### src/rtl/ram_port_arbiter.sv
// rtl/ram_port_arbiter.sv - two-requester arbiter onto a single read-first RAM port (option: RAM_PORT_ARBITER_ROUND_ROBIN_EN)
module ram_port_arbiter #(
    parameter int ADDRESS_BITWIDTH     = 16,
    parameter int DATA_BITWIDTH        = 32,
    parameter int DATA_COLUMN_BITWIDTH = 8
) (
    input  logic                                            clk,
    input  logic                                            rst_n,
    input  logic                                            m0_valid,
    output logic                                            m0_ready,
    input  logic [ADDRESS_BITWIDTH-1:0]                     m0_address,
    input  logic [DATA_BITWIDTH/DATA_COLUMN_BITWIDTH-1:0]   m0_write_enable,
    input  logic [DATA_BITWIDTH-1:0]                        m0_data_in,
    output logic                                            m0_rsp_valid,
    output logic [DATA_BITWIDTH-1:0]                        m0_data_out,
    input  logic                                            m1_valid,
    output logic                                            m1_ready,
    input  logic [ADDRESS_BITWIDTH-1:0]                     m1_address,
    input  logic [DATA_BITWIDTH/DATA_COLUMN_BITWIDTH-1:0]   m1_write_enable,
    input  logic [DATA_BITWIDTH-1:0]                        m1_data_in,
    output logic                                            m1_rsp_valid,
    output logic [DATA_BITWIDTH-1:0]                        m1_data_out,
    output logic [DATA_BITWIDTH/DATA_COLUMN_BITWIDTH-1:0]   ram_write_enable,
    output logic [ADDRESS_BITWIDTH-1:0]                     ram_address,
    output logic [DATA_BITWIDTH-1:0]                        ram_data_in,
    input  logic [DATA_BITWIDTH-1:0]                        ram_data_out
);

    localparam int COLUMNS = DATA_BITWIDTH / DATA_COLUMN_BITWIDTH;

    logic                        grant0;
    logic                        grant1;
    logic                        s1_valid_q;
    logic                        s1_owner_q;
    logic                        s2_valid_q;
    logic                        s2_owner_q;
    logic [COLUMNS-1:0]          ram_we_q;
    logic [ADDRESS_BITWIDTH-1:0] ram_addr_q;
    logic [DATA_BITWIDTH-1:0]    ram_wdata_q;
    logic [DATA_BITWIDTH-1:0]    hold0_q;
    logic [DATA_BITWIDTH-1:0]    hold1_q;

`ifdef RAM_PORT_ARBITER_ROUND_ROBIN_EN
    logic ptr_q;
    logic ptr_d;

    // Grant: preferred requester wins a tie; pointer moves on only when the preferred one is served.
    always_comb begin
        grant0 = rst_n && m0_valid && (!m1_valid || !ptr_q);
        grant1 = rst_n && m1_valid && !grant0;
        ptr_d  = ptr_q;
        if (grant0 && !ptr_q) begin
            ptr_d = 1'b1;
        end else if (grant1 && ptr_q) begin
            ptr_d = 1'b0;
        end
    end

    // Priority pointer register, starts preferring requester 0.
    always_ff @(posedge clk) begin
        if (!rst_n) begin
            ptr_q <= 1'b0;
        end else begin
            ptr_q <= ptr_d;
        end
    end
`else
    // Grant: fixed priority, requester 0 always wins.
    always_comb begin
        grant0 = rst_n && m0_valid;
        grant1 = rst_n && m1_valid && !m0_valid;
    end
`endif

    assign m0_ready = grant0;
    assign m1_ready = grant1;

    // Stage 1: capture the granted request; it drives the RAM port during the following cycle.
    always_ff @(posedge clk) begin
        if (!rst_n) begin
            s1_valid_q  <= 1'b0;
            s1_owner_q  <= 1'b0;
            ram_we_q    <= '0;
            ram_addr_q  <= '0;
            ram_wdata_q <= '0;
        end else if (grant0 || grant1) begin
            s1_valid_q  <= 1'b1;
            s1_owner_q  <= grant1;
            ram_we_q    <= grant1 ? m1_write_enable : m0_write_enable;
            ram_addr_q  <= grant1 ? m1_address      : m0_address;
            ram_wdata_q <= grant1 ? m1_data_in      : m0_data_in;
        end else begin
            s1_valid_q  <= 1'b0;
            ram_we_q    <= '0;
        end
    end

    // Stage 2: owner tag follows the RAM read latency so the response lines up with ram_data_out.
    always_ff @(posedge clk) begin
        if (!rst_n) begin
            s2_valid_q <= 1'b0;
            s2_owner_q <= 1'b0;
        end else begin
            s2_valid_q <= s1_valid_q;
            s2_owner_q <= s1_owner_q;
        end
    end

    // Last delivered word per requester, presented while its strobe is low.
    always_ff @(posedge clk) begin
        if (!rst_n) begin
            hold0_q <= '0;
            hold1_q <= '0;
        end else begin
            if (m0_rsp_valid) begin
                hold0_q <= ram_data_out;
            end
            if (m1_rsp_valid) begin
                hold1_q <= ram_data_out;
            end
        end
    end

    assign m0_rsp_valid     = s2_valid_q && !s2_owner_q;
    assign m1_rsp_valid     = s2_valid_q &&  s2_owner_q;
    assign m0_data_out      = m0_rsp_valid ? ram_data_out : hold0_q;
    assign m1_data_out      = m1_rsp_valid ? ram_data_out : hold1_q;
    assign ram_write_enable = ram_we_q;
    assign ram_address      = ram_addr_q;
    assign ram_data_in      = ram_wdata_q;

endmodule

### config.mk
export PLATFORM = sky130hd
export DESIGN_NAME = ram_port_arbiter
export DESIGN_NICKNAME = d
export VERILOG_FILES = /design/src/rtl/ram_port_arbiter.sv
export SDC_FILE = /design/constraint.sdc
export NUM_CORES = 1
export LEC_CHECK = 0
export CORE_ASPECT_RATIO = 1.75
export CORE_UTILIZATION = 42
export DETAILED_ROUTE_END_ITERATION = 7
export GPL_TIMING_DRIVEN = 0
export HOLD_SLACK_MARGIN = 0.02
export PLACE_DENSITY = 0.9
export SYNTH_ARGS = -nofsm -noshare
export SYNTH_HDL_FRONTEND = slang
export SYNTH_SLANG_ARGS = --single-unit
### constraint.sdc
create_clock -name clk -period 2.3 [get_ports clk]
set_input_delay 0.46 -clock clk [delete_from_list [all_inputs] [get_ports clk]]
set_output_delay 0.46 -clock clk [all_outputs]
set_load 0.05 [all_outputs]
==> metrics.txt <==
Mean Syn Cell Area=between 10 and 15 um2; routability congestion estimate=about 0.78; post-synthesis register bit count=120; first-pass GRT wire length=~24 mm; WS Path Type=reg -> out; clock buffer depth=2; PwrDens=764.7 nW/um2; Slew Viols, Final=0; Post-CTS Hold Buffers=0; H-Tree Depth=4; ANT nets after route=0; Max Freq=451.0 MHz; Seq/Total Area, Yosys=roughly half; nets=~860; synthesized netlist cell count=approximately 450; CP arrival=1.76 ns; Via density=~5; count of final setup violators=0; routed vias=between 4k and 5k; total negative slack=0 ns; share of cells above drive strength 1=23.27%; die width=83.68 um; Final Cycle Share=a little over nine tenths; Antenna diodes=0; Crit path buffers/inverters=2; Post-route DRC=0; Std-Cell Rows=51; Die ar.=between 10,000 and 15,000 um2; total CTS buffers=17; Switching Share=a little over a quarter; routed len/inst=approximately 18 um; worst-path fanout max=6; CTS clk-pin slew, worst paths=~0.050 ns; Syn. warnings=0; min Tclk post-route=between 2 and 2.5 ns; worst setup slack after layout=a little over 0.08 ns; setup slack after placement=-0.4294 ns; CP cell instances=nand2b_1 > buf_6 > mux2_2 > dlygate4sd2_1; Setup Buffers After CTS=0; sequential share of power=a little over a third; Gate power share=around 20%; portion of total power attributed to the clock network=between 40% and 50%; final hold slack=between 0.4 and 0.5 ns; HP Class=in -> reg; Core Box Area=11,230 um2; slowest CP cell=dlygate4sd2_1; die height=between 100 and 150 um; clock skew=0.009349 ns; Final Util=a little under three quarters; critical path endpoint category=primary output; GRT Overall Usage=25.03%; First-pass DRT Iterations=4; fill count=approximately 850; antenna violations before repair=0; vias in the first global route=~4.9k; slowest stage delay, CP=around 0.54 ns; DRT iter0 DRCs=90; area delta synth->final=62.82%; internal cell power=approximately 4.4 mW; Unique masters post-synth=20; IO Port Bufs=approximately 260; gr ovfl total=0; TritonCTS clock tree=done; DRT Wirelength=15.18 mm; largest net degree at the start of global routing=18; clock root buffer=clkbuf_16; VDD IR max=between 0.5 and 0.6 mV; dpl hpwl=roughly 12 mm; Post-Syn Area=roughly 4900 um2; slew margin rel.=between 60% and 70%; Leak=roughly 3.6 nW; Req. time, crit path=1.84 ns; commonest non-fill, non-tap cell in the layout=clkdlybuf4s50_1; commonest cells after routing, fill and taps aside=clkdlybuf4s50_1 (188), dfxtp_1 (120), and2_1 (67); NetSw=around 1.7 mW; Initial Util=43.66%; Top delay family on crit path=buffers and inverters; Least-Margin Pin Slew=slightly below 0.6 ns; clk_lat worst skew=~0.40 ns; Final Hold Fails=0; syn nets=between 500 and 600; CTS Sinks=120; status=complete, no violations; Ports=260; Worst setup SP type=register; RSZ-0062 raised after global routing=false; max cap viols=0
## repair_timing
| action | CTS | global route |
|---|---|---|
| endpoints found under the hold margin | 0 | 0 |
| endpoints found under the setup margin | 68 | 57 |
| resized for setup | 148 | 104 |
| pin swaps | 0 | 0 |
| gates cloned | 0 | 0 |
## power groups by stage
stage	combinational [mW]	sequential [mW]	clock, mW
finish	1.23	2.23	2.65
global route	1.29	2.24	2.79
CTS	1.26	2.23	2.69
detailed placement	1.27	2.27	0
global placement	1.25	2.26	0
floorplan	0.489	2.50	0
## synth_stat cells (all sizes together)
library cell    n  share of area, %
dfxtp         120                49
and2           67               8.5
mux2           64                17
a21oi          48               4.9
mux2i          48               9.8
o21ai          48               4.9
clkbuf         21               1.6
buf            16               2.1
nor2b           5              0.64
a22oi           4              0.61
inv             2              0.15
and3            1              0.13
clkinv          1             0.076
nand2           1             0.076
nand2b          1              0.13
o211a           1              0.20
o21a            1              0.15
## state kept, by name, summed over array words and instances (netlist names)
name              cells
hold0_q              32
hold1_q              32
ram_data_in          32
ram_address          16
ram_write_enable      4
s1_owner_q            1
s1_valid_q            1
s2_owner_q            1
s2_valid_q            1
## metrics by stage
step | cells | total power [mW] | instance area (um2)
6_report | 867 | 6.105 | 7984
5_1_grt | 867 | 6.314 | 7984
4_1_cts | 867 | 6.172 | 8229
3_5_place_dp | 837 | 3.543 | 7631
3_3_place_gp | 837 | 3.511 | 7631
2_1_floorplan | 449 | 2.986 | 4903
## cell type report
type	count	area, um2	area share [%]
buffer	36	192.7	2.413
clock buffer	19	442.9	5.548
clock inverter	12	151.4	1.896
inverter	3	12.51	0.1567
multi-input combinational	289	2307	28.90
sequential	120	2402	30.09
tap	132	165.2	2.069
timing repair buffer	256	2310	28.93
## path summary, 6_finish.rpt
path                                 start             end  slack (ns)  depth (start not counted)
worst max-delay path            s2_owner_q  m0_data_out[1]        0.08                          4
worst max register to register  s2_owner_q      hold0_q[8]        0.94                          5
worst min register to register  s1_valid_q      s2_valid_q        0.43                          1
worst min-delay path              m0_valid      s1_valid_q        0.42                          2
## cells by family after synthesis
logic type / after synthesis / share of synthesized area, %
compound gates: 102 / 10.77
mux: 112 / 26.72
buf+inv: 40 / 4.006
flops: 120 / 48.99
simple gates: 75 / 9.518
## metal layers
metal / share of wire (%) / track usage (%) / vias to the layer above
met2: 57 / 49.84 / 198
met3: 6.4 / 7.509 / 20
li1: - / - / 2094
met1: 35 / 22.74 / 2086
met4: 2.4 / 9.661 / 0
met5: 0 / 0 / -
Power figures use the tool's default switching activity.
